$ cat config.mk
export PLATFORM = sky130hd
export DESIGN_NAME = fifo_rd_credit_packetizer_flat
export DESIGN_NICKNAME = d
export VERILOG_FILES = /design/src/rtl/fifo_rd_credit_packetizer_if.sv /design/src/rtl/fifo_rd_credit_packetizer.sv /design/src/flat_wrapper.sv
export SDC_FILE = /design/constraint.sdc
export NUM_CORES = 1
export LEC_CHECK = 0
export CORE_ASPECT_RATIO = 1.5
export CORE_MARGIN = 2
export CORE_UTILIZATION = 30
export CTS_CLUSTER_DIAMETER = 150
export CTS_CLUSTER_SIZE = 10
export DETAILED_ROUTE_END_ITERATION = 12
export GPL_TIMING_DRIVEN = 0
export PLACE_DENSITY_LB_ADDON = 0.25
export SETUP_SLACK_MARGIN = 0.02
export SKIP_LAST_GASP = 1
export SLEW_MARGIN = 20
export SYNTH_ARGS = -nofsm -noshare
export SYNTH_HDL_FRONTEND = slang
export SYNTH_SLANG_ARGS = --single-unit
$ cat constraint.sdc
create_clock -name clk -period 2.5 [get_ports clk]
set_input_delay 0.5 -clock clk [delete_from_list [all_inputs] [get_ports clk]]
set_output_delay 0.5 -clock clk [all_outputs]
set_load 0.02 [all_outputs]
$ cat src/rtl/fifo_rd_credit_packetizer_if.sv
// Signal bundle between the packetizer, the FWFT FIFO read port and the router input port.
// Pure wiring, no latency of its own.
// Backpressure is carried by rd_empty (data side) and credit_in/credits (router side).
interface fifo_rd_credit_packetizer_if #(
  parameter int DataWidth = 32,
  parameter int DstWidth  = 4,
  parameter int CredWidth = 3
);
  // FIFO read side
  logic                 rd_req;
  logic [DataWidth-1:0] rd_data;
  logic                 rd_empty;
  // Configuration
  logic [DstWidth-1:0]  cfg_dst;
  // Router flit side
  logic                 flit_valid;
  logic [DataWidth-1:0] flit_data;
  logic [1:0]           flit_type;
  logic                 credit_in;
  // Status
  logic [CredWidth-1:0] credits;
  logic                 busy;
  logic                 err_credit_ovf;

  // Packetizer view
  modport master (
    output rd_req,
    input  rd_data,
    input  rd_empty,
    input  cfg_dst,
    output flit_valid,
    output flit_data,
    output flit_type,
    input  credit_in,
    output credits,
    output busy,
    output err_credit_ovf
  );

  // Environment view (FIFO, router, configuration)
  modport slave (
    input  rd_req,
    output rd_data,
    output rd_empty,
    output cfg_dst,
    input  flit_valid,
    input  flit_data,
    input  flit_type,
    output credit_in,
    input  credits,
    input  busy,
    input  err_credit_ovf
  );
endinterface

$ cat src/rtl/fifo_rd_credit_packetizer.sv
// Frames FWFT FIFO words into NoC packets (head + PacketLength payload flits, last is tail).
// Latency: one cycle from FIFO pop (or head decision) to registered flit_valid.
// Backpressure: stalls with a bubble whenever the FIFO is empty or no router credit remains.
module fifo_rd_credit_packetizer #(
  parameter int DataWidth    = 32,
  parameter int PacketLength = 4,
  parameter int NumCredits   = 4,
  parameter int DstWidth     = 4
) (
  input logic                        clk,
  input logic                        rst,
  fifo_rd_credit_packetizer_if.master bus
);

  localparam int CredWidth = $clog2(NumCredits + 1);
  localparam int CntWidth  = (PacketLength > 1) ? $clog2(PacketLength) : 1;

  localparam logic [CredWidth-1:0] CredMax = CredWidth'(NumCredits);
  localparam logic [CredWidth-1:0] CredOne = CredWidth'(1);
  localparam logic [CntWidth-1:0]  CntLast = CntWidth'(PacketLength - 1);
  localparam logic [CntWidth-1:0]  CntOne  = CntWidth'(1);

  localparam logic [1:0] TypeBody = 2'b00;
  localparam logic [1:0] TypeHead = 2'b01;
  localparam logic [1:0] TypeTail = 2'b10;

  typedef enum logic {
    IDLE    = 1'b0,
    PAYLOAD = 1'b1
  } state_t;

  state_t               state;
  logic [CntWidth-1:0]  cnt;
  logic [7:0]           seq;
  logic [CredWidth-1:0] credits;
  logic                 err_ovf;
  logic                 flit_valid_q;
  logic [DataWidth-1:0] flit_data_q;
  logic [1:0]           flit_type_q;
  logic                 busy_q;

  logic                 issue;
  logic [DataWidth-1:0] head_word;

  // A flit goes out only when the FIFO has a word and the router has a free slot.
  // In IDLE this also guarantees the first payload word is already waiting.
  assign issue = !bus.rd_empty && (credits != '0);

  // Pops happen only for payload flits; the head never consumes a FIFO word.
  assign bus.rd_req = (state == PAYLOAD) && issue;

  assign bus.flit_valid     = flit_valid_q;
  assign bus.flit_data      = flit_data_q;
  assign bus.flit_type      = flit_type_q;
  assign bus.credits        = credits;
  assign bus.busy           = busy_q;
  assign bus.err_credit_ovf = err_ovf;

  // Build the head flit: destination in the top bits, sequence number in the low byte.
  always_comb begin
    head_word = '0;
    head_word[DataWidth-1 -: DstWidth] = bus.cfg_dst;
    head_word[7:0] = seq;
  end

  // Packet framing FSM with registered flit outputs; stalls hold state and insert a bubble.
  always_ff @(posedge clk or posedge rst) begin
    if (rst) begin
      state        <= IDLE;
      cnt          <= '0;
      seq          <= '0;
      flit_valid_q <= 1'b0;
      flit_data_q  <= '0;
      flit_type_q  <= TypeBody;
      busy_q       <= 1'b0;
    end else begin
      flit_valid_q <= issue;
      if (issue) begin
        case (state)
          IDLE: begin
            flit_data_q <= head_word;
            flit_type_q <= TypeHead;
            cnt         <= '0;
            state       <= PAYLOAD;
            busy_q      <= 1'b1;
          end
          PAYLOAD: begin
            flit_data_q <= bus.rd_data;
            if (cnt == CntLast) begin
              flit_type_q <= TypeTail;
              seq         <= seq + 8'd1;
              cnt         <= '0;
              state       <= IDLE;
              busy_q      <= 1'b0;
            end else begin
              flit_type_q <= TypeBody;
              cnt         <= cnt + CntOne;
            end
          end
          default: begin
            state  <= IDLE;
            busy_q <= 1'b0;
          end
        endcase
      end
    end
  end

  // Credit counter: spend one per issued flit, regain one per credit_in; a return with
  // the counter already full is dropped and flagged sticky.
  always_ff @(posedge clk or posedge rst) begin
    if (rst) begin
      credits <= CredMax;
      err_ovf <= 1'b0;
    end else begin
      case ({issue, bus.credit_in})
        2'b10: credits <= credits - CredOne;
        2'b01: begin
          if (credits == CredMax) begin
            err_ovf <= 1'b1;
          end else begin
            credits <= credits + CredOne;
          end
        end
        default: begin
          credits <= credits;
        end
      endcase
    end
  end

endmodule

$ cat src/flat_wrapper.sv
// flat-port wrapper written by rule: the top's interface ports become plain ports
module fifo_rd_credit_packetizer_flat 
#(
  parameter int DataWidth    = 32,
  parameter int PacketLength = 4,
  parameter int NumCredits   = 4,
  parameter int DstWidth     = 4
)
  (clk, rst, bus_rd_req, bus_rd_data, bus_rd_empty, bus_cfg_dst, bus_flit_valid, bus_flit_data, bus_flit_type, bus_credit_in, bus_credits, bus_busy, bus_err_credit_ovf);
  fifo_rd_credit_packetizer_if #(.DataWidth(DataWidth), .DstWidth(DstWidth), .CredWidth((3))) bus_i ();
  input logic clk;
  input logic rst;
  output wire logic [$bits(bus_i.rd_req)-1:0] bus_rd_req;
  input wire logic [$bits(bus_i.rd_data)-1:0] bus_rd_data;
  input wire logic [$bits(bus_i.rd_empty)-1:0] bus_rd_empty;
  input wire logic [$bits(bus_i.cfg_dst)-1:0] bus_cfg_dst;
  output wire logic [$bits(bus_i.flit_valid)-1:0] bus_flit_valid;
  output wire logic [$bits(bus_i.flit_data)-1:0] bus_flit_data;
  output wire logic [$bits(bus_i.flit_type)-1:0] bus_flit_type;
  input wire logic [$bits(bus_i.credit_in)-1:0] bus_credit_in;
  output wire logic [$bits(bus_i.credits)-1:0] bus_credits;
  output wire logic [$bits(bus_i.busy)-1:0] bus_busy;
  output wire logic [$bits(bus_i.err_credit_ovf)-1:0] bus_err_credit_ovf;
  assign bus_rd_req = bus_i.rd_req;
  assign bus_i.rd_data = bus_rd_data;
  assign bus_i.rd_empty = bus_rd_empty;
  assign bus_i.cfg_dst = bus_cfg_dst;
  assign bus_flit_valid = bus_i.flit_valid;
  assign bus_flit_data = bus_i.flit_data;
  assign bus_flit_type = bus_i.flit_type;
  assign bus_i.credit_in = bus_credit_in;
  assign bus_credits = bus_i.credits;
  assign bus_busy = bus_i.busy;
  assign bus_err_credit_ovf = bus_i.err_credit_ovf;
  fifo_rd_credit_packetizer #(.DataWidth(DataWidth), .PacketLength(PacketLength), .NumCredits(NumCredits), .DstWidth(DstWidth)) u_core (.clk(clk), .rst(rst), .bus(bus_i));
endmodule
# Word-level counts from Yosys, hierarchy flattened
# Cells that the tools add are included.
[word_totals]
out_inout_bits = 41
elab_cells = 40
in_bits = 40
register_bits = 51
[op_classes]
reduce_logical = 9
add_sub_neg = 4
bitwise_logic = 1
mux = 11
n_eq_ne = 6
[ops]
columns = ["cell", "count"]
rows = [
  ["$pmux W32 S2", 1],
  ["$add A8 B1 Y8 const B", 1],
  ["$pmux W2 S2", 2],
  ["$pmux W3 S2", 1],
  ["$reduce_and A2 Y1", 3],
  ["$eq A2 B2 Y1 const B", 2],
  ["$mux W2", 2],
  ["$ne A2 B2 Y1 const B", 2],
  ["$pmux W1 S2", 2],
  ["$add A3 B1 Y3 const B", 1],
  ["$eq A3 B3 Y1 const B", 1],
  ["$mux W3", 1],
  ["$reduce_and A3 Y1", 1],
  ["$reduce_bool A3 Y1", 1],
  ["$sub A3 B1 Y3 const B", 1],
  ["$add A2 B1 Y2 const B", 1],
  ["$eq A2 B1 Y1 const B", 1],
  ["$logic_and A1 B1 Y1", 2],
  ["$mux W1", 2],
  ["$reduce_bool A2 Y1", 1],
  ["$logic_not A1 Y1", 1],
  ["$not A1 Y1", 1],
]

# Longest topological paths before layout
# Gate-level depths: netlist of run 1.
[logic_depth]
word_depth = 5
ltp_mapped = 9
mapped_depth_nobuf = 7

# Worst setup path after synthesis of run 1
# OpenSTA, ideal clock, no wires.
[synth_timing]
kind = "register to register"
startpoint = "register u_core.credits[0], in the netlist u_core.bus.credits[0]"
endpoint = "register u_core.credits[2], in the netlist u_core.bus.credits[2]"
setup_ns = 0.083
t_arrival_ns = 2.472
period_less_slack_ns = 2.555
required_time_ns = 2.417
path_stages_with_launch = 10
path_slack_ns = -0.055
path_buffers = 2
cell_sequence = "dfrtp_1 -> buf_2 -> nor3_4 -> or2_1 -> buf_4 -> nand2_1 -> fa_1 -> or3_1 -> and3_1 -> a221o_1"
[synth_via]
elab_chain_cells = 5
elab_cells_between_ends = 12
classes_between = "add/sub: 2; eq/ne: 4; mux: 2; reduce/logical: 4"
[synth_rtl]
columns = ["item", "line_no", "rtl"]
rows = [
  ["from (decl)", "fifo_rd_credit_packetizer.sv:35", "logic [CredWidth-1:0] credits;"],
  ["from (signal assigned)", "fifo_rd_credit_packetizer.sv:113", "credits <= CredMax;"],
  ["from (signal assigned)", "fifo_rd_credit_packetizer.sv:117", "2'b10: credits <= credits - CredOne;"],
  ["from (signal assigned)", "fifo_rd_credit_packetizer.sv:122", "credits <= credits + CredOne;"],
  ["parallel branches: the longest is 5 deep, another holds $add A3 B1 Y3", "-", ""],
]
# Parallel ways; which one is timed is not known. The select of a mux whose other input is x is not followed.
# A chain may end at the register's enable or synchronous reset.

# Final worst setup path of run 1
# Ends and elaborated chain as after synthesis.

==> results of run 1 <==
-- power by group --
group / internal, uW / switching, uW / leakage [uW] / total (uW)
logic: 1040 / 1180 / 0.000874 / 2210
registers: 1200 / 252 / 0.000632 / 1460
clock network: 426 / 296 / 0.0000761 / 722
total: 2670 / 1720 / 0.00158 / 4390
-- worst max-delay path: stages, from the launching register on --
cell,delay (ns)
dfrtp_2,0.44
buf_6,0.15
nor3_4,0.22
or2_4,0.18
buf_6,0.13
nand2_1,0.07
fa_2,0.35
or3_1,0.33
and3_1,0.19
a221o_1,0.26
-- stage by stage --
| step | utilization [%] | cells | hold slack [ns] | total power (uW) | cell area (sq um) |
|---|---|---|---|---|---|
| finish | 45.76 | 426 | 0.4735 | 4392 | 3506 |
| global route | 45.76 | 426 | 0.4901 | 4693 | 3506 |
| CTS | 45.71 | 426 | 0.4784 | 4445 | 3502 |
| detailed placement | 43.54 | 417 | 0.4661 | 3701 | 3336 |
| global placement | 43.28 | 416 | 0.4573 | 3657 | 3316 |
| floorplan | - | 235 | 0.4410 | 2676 | 2397 |
-- placed cells by master, fill, tap and decap left out, drive strengths merged, types with 2 or more instances in the layout --
| cell type | instances |
|---|---|
| nor3 | 5 |
| mux2 | 2 |
| o31ai | 2 |
| inv | 5 |
| mux2i | 13 |
| or2 | 3 |
| clkdlybuf4s50 | 78 |
| nor2 | 4 |
| or3 | 2 |
| a21oi | 2 |
| buf | 13 |
| dfrtp | 50 |
| xor2 | 7 |
| o21ai | 73 |
| clkbuf | 16 |
| nand2 | 25 |
| nand3 | 3 |
| nor4 | 2 |
| ha | 2 |
-- how the worst min path moves through the flow --
stage               depth (start not counted)                   endpoint                 startpoint
global route                                1              u_core.seq[7]              u_core.seq[7]
floorplan                                   1              u_core.seq[7]              u_core.seq[7]
finish                                      1              u_core.seq[7]              u_core.seq[7]
detailed placement                          1  u_core.bus.err_credit_ovf  u_core.bus.err_credit_ovf
global placement                            1              u_core.seq[7]              u_core.seq[7]
CTS                                         1              u_core.seq[7]              u_core.seq[7]
-- flip-flops by register name, summed over array words and instances (netlist names) --
signal / flops
u_core.bus.err_credit_ovf: 1
u_core.bus.credits: 3
u_core.bus.flit_valid: 1
u_core.bus.flit_type: 2
u_core.bus.flit_data: 32
u_core.seq: 8
u_core.cnt: 2
u_core.bus.busy: 1
u_core.state: 1
-- layout make-up --
cell class / instances / area (sq um) / share of cell area, %
Tap cell: 102 / 127.6 / 3.640
Sequential cell: 51 / 1279 / 36.47
Multi-Input combinational cell: 159 / 980.9 / 27.98
Clock inverter: 1 / 7.507 / 0.2141
Timing Repair Buffer: 81 / 817.0 / 23.30
Clock buffer: 7 / 152.6 / 4.354
Inverter: 5 / 18.77 / 0.5353
Buffer: 20 / 122.6 / 3.498
-- routing by layer --
layer | routed length, um | vias up | share of wire [%]
met5 | 0 | - | 0
met4 | 133 | 0 | 2.2
met3 | 209 | 8 | 3.4
met2 | 3434 | 48 | 56
met1 | 2403 | 993 | 39
li1 | - | 1000 | -
-- logic make-up (layout without fill, tap and decap cells) --
family          count (synthesis)  count (layout)  share of synthesized area [%]
compound gates                 83              83                          18.48
xor+xnor                        7               7                          2.572
fa+ha+maj                       3               3                          1.890
buf+inv                        25             114                          5.459
flops                          51              51                          53.60
mux                            15              15                          6.404
simple gates                   51              51                          11.60
-- what timing repair did --
item                       CTS  global route
setup endpoints to repair    2             2
setup buffers                1             0
hold buffers                 0             0
gates resized for setup      1             3
pin swaps                    1             0
==> impl_metrics.xml, run 1 <==
<?xml version="1.0" encoding="UTF-8"?>
<metrics>
  <group name="status">
    <metric name="status" unit="">completed</metric>
  </group>
  <group name="logic_synthesis">
    <metric name="synth-seq-cells" unit="">51</metric>
    <metric name="synth_top_area_share" unit="%">52.49</metric>
    <metric name="syn_area" unit="sq mm">0.002384</metric>
    <metric name="synth_edf_count" unit="">0</metric>
    <metric name="most_area_hungry_cell_type_in_the_yosys_netlist" unit="">dfrtp_1</metric>
    <metric name="async_reset_ff_share" unit="%">100.0</metric>
    <metric name="synth.cells.most_frequent" unit="">71 x o21ai_0, 50 x dfrtp_1, 25 x nand2_1, 13 x mux2i_1, 8 x clkbuf_1</metric>
    <metric name="ys.warnings.count" unit="">0</metric>
    <metric name="synthCells" unit="">235</metric>
    <metric name="yosys.cell_types.count" unit="">40</metric>
    <metric name="synth_seq_area_share" unit="%">53.60</metric>
    <metric name="net_count_of_the_mapped_netlist" unit="">278</metric>
    <metric name="netlist_top_cells_area" unit="">dfrtp_1 52%, o21ai_0 15%, mux2i_1 5.5%, nand2_1 3.9%, xor2_1 2.6%</metric>
    <metric name="syn_avg_cell_area" unit="sq um">10.14</metric>
    <metric name="post-synth-top-count-cell" unit="">o21ai_0</metric>
    <metric name="postSynth.topFlopCell" unit="">dfrtp_1</metric>
  </group>
  <group name="final_layout">
    <metric name="nFillCells" unit="">732</metric>
    <metric name="drive_gt1_share" unit="%">11.11</metric>
    <metric name="nets" unit="">366</metric>
    <metric name="diodes" unit="">0</metric>
    <metric name="synthToLayoutAreaGrowth" unit="%">47.09</metric>
  </group>
  <group name="pwr">
    <metric name="power-per-cell-area" unit="mW/mm^2">1253</metric>
    <metric name="vdd_drop_max" unit="mV">0.5405</metric>
    <metric name="leakagePower" unit="uW">0.001582</metric>
  </group>
  <group name="route">
    <metric name="totalWireLength" unit="um">6181</metric>
    <metric name="viasPerCell" unit="">4.810</metric>
    <metric name="drt_drc_violations_left" unit="">0</metric>
    <metric name="vias" unit="">2049</metric>
    <metric name="wl_per_cell" unit="um">14.51</metric>
    <metric name="detailedRoute.firstPassIterationCount" unit="">4</metric>
    <metric name="antenna_left" unit="">0</metric>
    <metric name="first_iter_violations" unit="">90</metric>
  </group>
  <group name="setup_path">
    <metric name="timing.critical_path.arrival" unit="ns">2.60</metric>
    <metric name="critical_path.endpoint_type" unit="">register</metric>
    <metric name="worst_setup_path_startpoint" unit="">u_core.bus.credits[0]</metric>
    <metric name="reg2reg_path_depth" unit="">9</metric>
    <metric name="endpoint" unit="">u_core.bus.credits[2]</metric>
    <metric name="critPathRequiredTime" unit="ns">2.71</metric>
    <metric name="cp_max_fo" unit="">10</metric>
    <metric name="worst_r2r_startpoint" unit="">u_core.bus.credits[0]</metric>
    <metric name="r2r_end" unit="">u_core.bus.credits[2]</metric>
    <metric name="cp_launch_type" unit="">register</metric>
    <metric name="setup.reg_to_reg.worst_slack" unit="ns">0.11</metric>
    <metric name="crit_type" unit="">reg -&gt; reg</metric>
  </group>
  <group name="placement">
    <metric name="dp_worst_setup_slack" unit="ns">-0.2109</metric>
    <metric name="routabilityCongestion" unit="">0.7642</metric>
    <metric name="placement.io_buffers" unit="">79</metric>
    <metric name="dp_hpwl" unit="um">4631</metric>
  </group>
  <group name="floorplan">
    <metric name="die_width" unit="um">76.78</metric>
    <metric name="core_box_area" unit="sq mm">0.007661</metric>
    <metric name="io_pins" unit="">81</metric>
    <metric name="die_y" unit="um">113.2</metric>
    <metric name="placementRows" unit="">39</metric>
    <metric name="die_area" unit="sq mm">0.008689</metric>
    <metric name="floorplan.initialDensity" unit="%">31.11</metric>
  </group>
  <group name="sta">
    <metric name="totalNegativeSetupSlack" unit="ns">0</metric>
    <metric name="slew_violations" unit="">0</metric>
    <metric name="fmax" unit="GHz">0.4187</metric>
    <metric name="finalCriticalPeriod" unit="ns">2.388</metric>
    <metric name="maxSlewHeadroom" unit="%">58.22</metric>
    <metric name="worst_clock_skew" unit="ns">0.008710</metric>
    <metric name="postLayoutSetupSlackWorst" unit="ns">0.1117</metric>
    <metric name="setup_viol_count_final" unit="">0</metric>
    <metric name="rsz_0062_raised_after_global_routing" unit="">true</metric>
    <metric name="worstMarginPinSlew" unit="ns">0.6257</metric>
    <metric name="finalCritPeriodShare" unit="%">95.53</metric>
    <metric name="final_hold_viol_count" unit="">0</metric>
  </group>
  <group name="clocking">
    <metric name="clkSinkCount" unit="">51</metric>
    <metric name="clk_transition_reported_paths" unit="ns">0.06</metric>
    <metric name="clock_latency" unit="ns">0.29</metric>
    <metric name="ctsHtreeMaxLevel" unit="">2</metric>
    <metric name="tritoncts" unit="">done</metric>
    <metric name="cts-buffers-inserted" unit="">5</metric>
    <metric name="root_buffer" unit="">clkbuf_16</metric>
    <metric name="clk_path_buf_depth" unit="">2</metric>
  </group>
  <group name="grt">
    <metric name="global_route.peak_usage_layer" unit="">met2</metric>
    <metric name="grtUsageMet2" unit="%">27.31</metric>
    <metric name="use_met1" unit="%">17.90</metric>
    <metric name="grt_usage" unit="%">15.11</metric>
    <metric name="grt_start_max_net_pins" unit="">29</metric>
    <metric name="grt_pass1_vias" unit="">2049</metric>
    <metric name="grt_overflow_total" unit="">0</metric>
    <metric name="grt_util_met3" unit="%">2.233</metric>
    <metric name="grt_pass1_wl" unit="um">10490</metric>
    <metric name="grt_antenna_before_repair" unit="">0</metric>
  </group>
  <group name="flow_run">
    <metric name="cap_viol_max_count" unit="">0</metric>
  </group>
  <group name="worst_hold_path">
    <metric name="min-delay-path-class" unit="">reg -&gt; reg</metric>
  </group>
</metrics>
No activity file was read; power rests on OpenSTA's default activity.
==> run 2, diff against run 1 <==
--- a/config.mk
+++ b/config.mk
@@ -11,6 +11,7 @@
 export CTS_CLUSTER_DIAMETER = 150
 export CTS_CLUSTER_SIZE = 10
 export DETAILED_ROUTE_END_ITERATION = 12
+export DONT_BUFFER_PORTS = 1
 export GPL_TIMING_DRIVEN = 0
 export PLACE_DENSITY_LB_ADDON = 0.25
 export SETUP_SLACK_MARGIN = 0.02
==> run 2 against run 1 <==
  * Setup slack better by 0.038 ns
  * Via count is 14% lower
  * Hold slack worse by 0.32 ns
  * Core utilization is 9.9 points lower
  * Die area stayed put
  * Largest power group is now registers
  * Highest routed layer unchanged
==> impl_metrics.xml, run 2 (synthesis results as in run 1) <==
<?xml version="1.0" encoding="UTF-8"?>
<metrics>
  <group name="final_layout">
    <metric name="drive_gt1_share" unit="%">17.79</metric>
    <metric name="largest_register_ff_count" unit="">32</metric>
    <metric name="synthToLayoutAreaGrowth" unit="%">15.33</metric>
    <metric name="finalInstanceArea" unit="sq mm">0.002749</metric>
    <metric name="layout.core_utilization" unit="%">35.88</metric>
    <metric name="mostFrequentLayoutCell" unit="">o21ai_0</metric>
    <metric name="mostFrequentLayoutCells" unit="">71 x o21ai_0, 49 x dfrtp_1, 24 x nand2_1</metric>
    <metric name="diodes" unit="">0</metric>
    <metric name="nets" unit="">295</metric>
    <metric name="final_cell_count_no_fill" unit="">355</metric>
  </group>
  <group name="placement">
    <metric name="routabilityCongestion" unit="">0.7527</metric>
    <metric name="dp_hpwl" unit="um">4221</metric>
    <metric name="placed_cell_area" unit="sq mm">0.002527</metric>
    <metric name="placement.io_buffers" unit="">0</metric>
    <metric name="numPlacedInstances" unit="">337</metric>
  </group>
  <group name="setup_path">
    <metric name="setup.reg_to_reg.worst_slack" unit="ns">0.15</metric>
    <metric name="reg2reg_path_depth" unit="">8</metric>
    <metric name="critical_path.endpoint_type" unit="">register</metric>
    <metric name="critPathRequiredTime" unit="ns">2.72</metric>
    <metric name="cp_max_fo" unit="">7</metric>
    <metric name="crit_type" unit="">reg -&gt; reg</metric>
    <metric name="timing.critical_path.arrival" unit="ns">2.57</metric>
    <metric name="cp_launch_type" unit="">register</metric>
  </group>
  <group name="grt">
    <metric name="grt_usage" unit="%">14.24</metric>
    <metric name="grt_pass1_vias" unit="">1816</metric>
    <metric name="global_route.peak_usage_layer" unit="">met2</metric>
    <metric name="use_met1" unit="%">15.46</metric>
    <metric name="grt_util_met3" unit="%">3.668</metric>
    <metric name="grt_overflow_total" unit="">0</metric>
    <metric name="grtUsageMet2" unit="%">26.26</metric>
    <metric name="grt_pass1_wl" unit="um">9611</metric>
    <metric name="grt_start_max_net_pins" unit="">52</metric>
    <metric name="grt_antenna_before_repair" unit="">0</metric>
  </group>
  <group name="floorplan">
    <metric name="core_box_area" unit="sq mm">0.007661</metric>
    <metric name="die_y" unit="um">113.2</metric>
    <metric name="die_area" unit="sq mm">0.008689</metric>
    <metric name="placementRows" unit="">39</metric>
    <metric name="io_pins" unit="">81</metric>
    <metric name="die_width" unit="um">76.78</metric>
    <metric name="floorplan.initialDensity" unit="%">31.11</metric>
  </group>
  <group name="pwr">
    <metric name="vdd_drop_max" unit="mV">0.4858</metric>
    <metric name="power-per-cell-area" unit="mW/mm^2">1362</metric>
    <metric name="p_comb_share" unit="%">31.0</metric>
    <metric name="power.share.switching" unit="%">44.35</metric>
    <metric name="switching_power_of_the_nets" unit="uW">1660</metric>
    <metric name="intPower" unit="uW">2083</metric>
    <metric name="leakagePower" unit="uW">0.001304</metric>
    <metric name="sequentialPowerShare" unit="%">51.1</metric>
    <metric name="share_clk_of_total_power" unit="%">17.9</metric>
  </group>
  <group name="sta">
    <metric name="setup_viol_count_final" unit="">0</metric>
    <metric name="fmax" unit="GHz">0.4255</metric>
    <metric name="finalCriticalPeriod" unit="ns">2.350</metric>
    <metric name="worst_clock_skew" unit="ns">0.005919</metric>
    <metric name="slew_violations" unit="">0</metric>
    <metric name="finalHoldWorstSlack" unit="ns">0.1528</metric>
    <metric name="final_hold_viol_count" unit="">0</metric>
    <metric name="totalNegativeSetupSlack" unit="ns">0</metric>
    <metric name="worstMarginPinSlew" unit="ns">0.6408</metric>
    <metric name="finalCritPeriodShare" unit="%">94.02</metric>
    <metric name="maxSlewHeadroom" unit="%">57.28</metric>
    <metric name="rsz_0062_raised_after_global_routing" unit="">true</metric>
  </group>
  <group name="route">
    <metric name="viasPerCell" unit="">4.977</metric>
    <metric name="vias" unit="">1767</metric>
    <metric name="drt_drc_violations_left" unit="">0</metric>
    <metric name="totalWireLength" unit="um">5978</metric>
    <metric name="first_iter_violations" unit="">69</metric>
    <metric name="antenna_left" unit="">0</metric>
    <metric name="wl_per_cell" unit="um">16.84</metric>
    <metric name="detailedRoute.firstPassIterationCount" unit="">4</metric>
  </group>
  <group name="clocking">
    <metric name="root_buffer" unit="">clkbuf_16</metric>
    <metric name="ctsHtreeMaxLevel" unit="">2</metric>
    <metric name="clock_latency" unit="ns">0.29</metric>
    <metric name="clk_transition_reported_paths" unit="ns">0.07</metric>
    <metric name="clkSinkCount" unit="">51</metric>
    <metric name="cts-buffers-inserted" unit="">5</metric>
    <metric name="tritoncts" unit="">done</metric>
    <metric name="clk_path_buf_depth" unit="">2</metric>
  </group>
  <group name="flow_run">
    <metric name="cap_viol_max_count" unit="">0</metric>
  </group>
  <group name="status">
    <metric name="status" unit="">completed</metric>
  </group>
  <group name="worst_hold_path">
    <metric name="min-delay-path-class" unit="">in -&gt; async</metric>
  </group>
</metrics>
## run 2: cell types whose count changed in the layout (fill, tap and decap cells not counted), sizes merged
cell,before,now
clkdlybuf4s50,78,0
clkbuf,16,14
clkinv,0,3
clkinvlp,1,0
dlygate4sd2,1,0
buf,13,21
## run 2: cell type report
type                    count  area [sq um]
clock inverters             3         15.01
well taps                 102         127.6
clock buffers               5         125.1
plain buffers              19         110.1
fillers                   793          4912
repair buffers             11         82.58
flip-flops and latches     51          1279
inverters                   5         21.27
multi-input cells         159         988.4
## run 2: repair_timing
item | 4_1_cts | 5_1_grt
hold buffers | 0 | 0
resized for setup | 1 | 2
pin swaps | 1 | 3
setup buffers | 1 | 10
setup endpoints to repair | 3 | 2
## run 2: power groups by stage
stage / sequential, uW / clock, uW / combinational (uW)
after floorplan: 1830 / 0 / 846
after global placement: 1930 / 0 / 1050
after detailed placement: 1930 / 0 / 1080
after CTS: 1930 / 691 / 1100
after global routing: 1960 / 729 / 1330
final: 1910 / 671 / 1160
## run 2: layer usage
layer | part of all wire (%) | wire length [um]
met4 | 1.7 | 104
met5 | 0 | 0
met1 | 38 | 2283
met3 | 4.7 | 282
met2 | 55 | 3307
## run 2: path summary, 6_finish.rpt
kind,start,end
worst max-delay path,u_core.bus.credits[0],u_core.bus.credits[2]
worst min-delay path,rst,u_core.bus.flit_data[17]
worst max register to register,u_core.bus.credits[0],u_core.bus.credits[2]
worst min register to register,u_core.seq[7],u_core.seq[7]
max in group asynchronous,rst,u_core.bus.credits[0]
min in group clk,bus_rd_data[22],u_core.bus.flit_data[22]
## run 2: metrics by stage
stage	setup slack (ns)	power, uW
floorplan	0.03303	2676
global placement	-0.2326	2985
detailed placement	-0.2436	3017
CTS	0.0003586	3715
global route	0.01699	4017
finish	0.1496	3743
## run 2: worst max-delay path: stages, from the launching register on
cell and delay [ns]:
dfrtp_2 0.48, buf_6 0.15, nor3_4 0.22, or2_4 0.20
nand2_2 0.07, fa_2 0.39, or3_1 0.32, and3_1 0.18
a221o_1 0.25
==> run 3, diff against run 2 <==
--- a/config.mk
+++ b/config.mk
@@ -5,7 +5,7 @@
 export SDC_FILE = /design/constraint.sdc
 export NUM_CORES = 1
 export LEC_CHECK = 0
-export CORE_ASPECT_RATIO = 1.5
+export CORE_ASPECT_RATIO = 0.5
 export CORE_MARGIN = 2
 export CORE_UTILIZATION = 30
 export CTS_CLUSTER_DIAMETER = 150
==> run 3 against run 2 <==
  * Combinational power decreased by 3%
  * Core utilization increased by 0.50 points
  * Wire length increased by 0.89%
  * Die area increased by 0.33%
  * Sequential power about the same
  * Fmax decreased by 2.2%
  * First-iteration DRC count increased by 78%
  * Non-clock buffer count decreased by 7
==> impl_metrics.xml, run 3 (synthesis results as in run 1) <==
<?xml version="1.0" encoding="UTF-8"?>
<metrics>
  <group name="status">
    <metric name="status" unit="">completed</metric>
  </group>
  <group name="grt">
    <metric name="grt_pass1_wl" unit="um">9535</metric>
    <metric name="grt_pass1_vias" unit="">1781</metric>
    <metric name="grt_start_max_net_pins" unit="">33</metric>
    <metric name="grt_overflow_total" unit="">0</metric>
    <metric name="grt_antenna_before_repair" unit="">0</metric>
    <metric name="grt_usage" unit="%">14.68</metric>
  </group>
  <group name="final_layout">
    <metric name="nFillCells" unit="">755</metric>
    <metric name="mostFrequentLayoutCells" unit="">71 x o21ai_0, 49 x dfrtp_1, 25 x nand2_1</metric>
    <metric name="final_cell_count_no_fill" unit="">354</metric>
    <metric name="multi_input_area" unit="sq um">992.2</metric>
    <metric name="mostFrequentLayoutCell" unit="">o21ai_0</metric>
    <metric name="nets" unit="">288</metric>
    <metric name="largest_register_ff_count" unit="">32</metric>
    <metric name="drive_gt1_share" unit="%">15.04</metric>
    <metric name="diodes" unit="">0</metric>
    <metric name="area.sequential" unit="sq mm">0.001279</metric>
    <metric name="finalInstanceArea" unit="sq mm">0.002734</metric>
    <metric name="layout.core_utilization" unit="%">36.38</metric>
    <metric name="synthToLayoutAreaGrowth" unit="%">14.70</metric>
  </group>
  <group name="clocking">
    <metric name="clk_path_buf_depth" unit="">2</metric>
    <metric name="clk_transition_reported_paths" unit="ns">0.07</metric>
    <metric name="root_buffer" unit="">clkbuf_16</metric>
    <metric name="clkSinkCount" unit="">51</metric>
    <metric name="tritoncts" unit="">done</metric>
    <metric name="ctsHtreeMaxLevel" unit="">2</metric>
    <metric name="clock_latency" unit="ns">0.30</metric>
    <metric name="cts-buffers-inserted" unit="">5</metric>
  </group>
  <group name="setup_path">
    <metric name="cp_num_buf_inv" unit="">2</metric>
    <metric name="critPathRequiredTime" unit="ns">2.72</metric>
    <metric name="reg2reg_path_depth" unit="">9</metric>
    <metric name="crit_type" unit="">reg -&gt; reg</metric>
    <metric name="delay_of_the_slowest_cell_on_the_worst_path" unit="ns">0.48</metric>
    <metric name="cp_num_cells" unit="">9</metric>
    <metric name="critical_path.endpoint_type" unit="">register</metric>
    <metric name="critPathTopFamily" unit="">simple AND/OR/NAND/NOR gates</metric>
    <metric name="crit_path_cell_trace" unit="">buf_6 -&gt; nor3_4 -&gt; or2_4 -&gt; buf_6 -&gt; nand2_1 -&gt; fa_2 -&gt; or3_1 -&gt; and3_1 -&gt; a221o_1</metric>
    <metric name="cpMaxStageDelayCell" unit="">dfrtp_2</metric>
    <metric name="worst_r2r_startpoint" unit="">u_core.bus.credits[0]</metric>
    <metric name="cp_launch_type" unit="">register</metric>
    <metric name="timing.critical_path.arrival" unit="ns">2.62</metric>
    <metric name="cp_max_fo" unit="">10</metric>
    <metric name="crit_path_frequent_cell" unit="">buf_6</metric>
    <metric name="worst_setup_path_startpoint" unit="">u_core.bus.credits[0]</metric>
  </group>
  <group name="worst_hold_path">
    <metric name="min-delay-path-class" unit="">in -&gt; async</metric>
  </group>
  <group name="pwr">
    <metric name="vdd_drop_max" unit="mV">0.3809</metric>
    <metric name="p_comb_share" unit="%">30.0</metric>
    <metric name="sequentialPowerShare" unit="%">51.0</metric>
    <metric name="share_clk_of_total_power" unit="%">19.1</metric>
    <metric name="switching_power_of_the_nets" unit="uW">1699</metric>
    <metric name="power-per-cell-area" unit="mW/mm^2">1372</metric>
    <metric name="power.share.switching" unit="%">45.30</metric>
    <metric name="leakagePower" unit="uW">0.001277</metric>
    <metric name="intPower" unit="uW">2052</metric>
  </group>
  <group name="floorplan">
    <metric name="placementRows" unit="">22</metric>
    <metric name="io_pins" unit="">81</metric>
    <metric name="die_width" unit="um">130.1</metric>
    <metric name="die_area" unit="sq mm">0.008718</metric>
    <metric name="floorplan.initialDensity" unit="%">31.72</metric>
    <metric name="core_box_area" unit="sq mm">0.007515</metric>
    <metric name="die_y" unit="um">67.03</metric>
  </group>
  <group name="sta">
    <metric name="finalCritPeriodShare" unit="%">96.10</metric>
    <metric name="fmax" unit="GHz">0.4162</metric>
    <metric name="maxSlewHeadroom" unit="%">64.55</metric>
    <metric name="final_hold_viol_count" unit="">0</metric>
    <metric name="finalCriticalPeriod" unit="ns">2.403</metric>
    <metric name="totalNegativeSetupSlack" unit="ns">0</metric>
    <metric name="worstMarginPinSlew" unit="ns">0.5317</metric>
    <metric name="rsz_0062_raised_after_global_routing" unit="">true</metric>
    <metric name="setup_viol_count_final" unit="">0</metric>
    <metric name="worst_clock_skew" unit="ns">0.008097</metric>
    <metric name="slew_violations" unit="">0</metric>
  </group>
  <group name="route">
    <metric name="detailedRoute.firstPassIterationCount" unit="">4</metric>
    <metric name="viasPerCell" unit="">5.045</metric>
    <metric name="vias" unit="">1786</metric>
    <metric name="drt_drc_violations_left" unit="">0</metric>
    <metric name="totalWireLength" unit="um">6031</metric>
    <metric name="first_iter_violations" unit="">123</metric>
    <metric name="wl_per_cell" unit="um">17.04</metric>
    <metric name="antenna_left" unit="">0</metric>
  </group>
  <group name="placement">
    <metric name="routabilityCongestion" unit="">0.7705</metric>
    <metric name="numPlacedInstances" unit="">344</metric>
    <metric name="dp_hpwl" unit="um">4374</metric>
    <metric name="placement.io_buffers" unit="">0</metric>
    <metric name="placed_cell_area" unit="sq mm">0.002552</metric>
  </group>
  <group name="flow_run">
    <metric name="cap_viol_max_count" unit="">0</metric>
  </group>
</metrics>
[run 3: per-layer routing]
layer  vias up  global-route usage (%)  share of wire [%]
li1        848                       -                  -
met1       890                   19.57                 46
met5         -                       0                  0
met3         2                   4.257                5.9
met2        46                   23.36                 47
met4         0                   4.032               0.48
[run 3: cell type report]
type	instances	share of cell area, %
flip-flops and latches	51	46.77
multi-input cells	159	36.29
well taps	108	4.943
clock buffers	5	4.577
plain buffers	20	4.439
repair buffers	3	1.281
clock inverters	3	1.007
inverters	5	0.6865
[run 3: power by group through the flow]
stage	Clock, uW	Combinational, uW	Sequential [uW]
3_5_place_dp	0	1090	1940
3_3_place_gp	0	1030	1930
5_1_grt	784	1290	1970
4_1_cts	740	1130	1920
6_report	715	1120	1910
2_1_floorplan	0	846	1830
[run 3: worst paths after layout]
kind / slack (ns) / end
max: 0.1 / u_core.bus.credits[2]
min: 0.08 / u_core.bus.flit_data[14]
max reg2reg: 0.1 / u_core.bus.credits[2]
min reg2reg: 0.46 / u_core.seq[7]
max in group asynchronous: 1.83 / u_core.bus.credits[2]
min in group clk: 0.34 / u_core.bus.flit_data[27]
[run 3: timing repair]
action	4_1_cts	5_1_grt
hold buffers	0	0
resized for setup	1	2
endpoints found under the setup margin	3	2
buffers inserted	2	0
pin swaps	1	0
endpoints found under the hold margin	0	0
[run 3: per-stage QoR]
step	hold slack [ns]	setup WS (ns)	total power, uW
floorplan	0.4410	0.03303	2676
global placement	0.4574	-0.2155	2961
detailed placement	0.4099	-0.2315	3026
CTS	0.08540	0.02462	3789
global route	0.09766	-0.02287	4045
finish	0.08037	0.09745	3752
[run 3: worst reg2reg max path, cell delays in order (launching register included)]
cell and delay (ns):
dfrtp_2 0.48, buf_6 0.16, nor3_4 0.20, or2_4 0.18, buf_6 0.13, nand2_1 0.08, fa_2 0.35, or3_1 0.32
and3_1 0.18, a221o_1 0.25
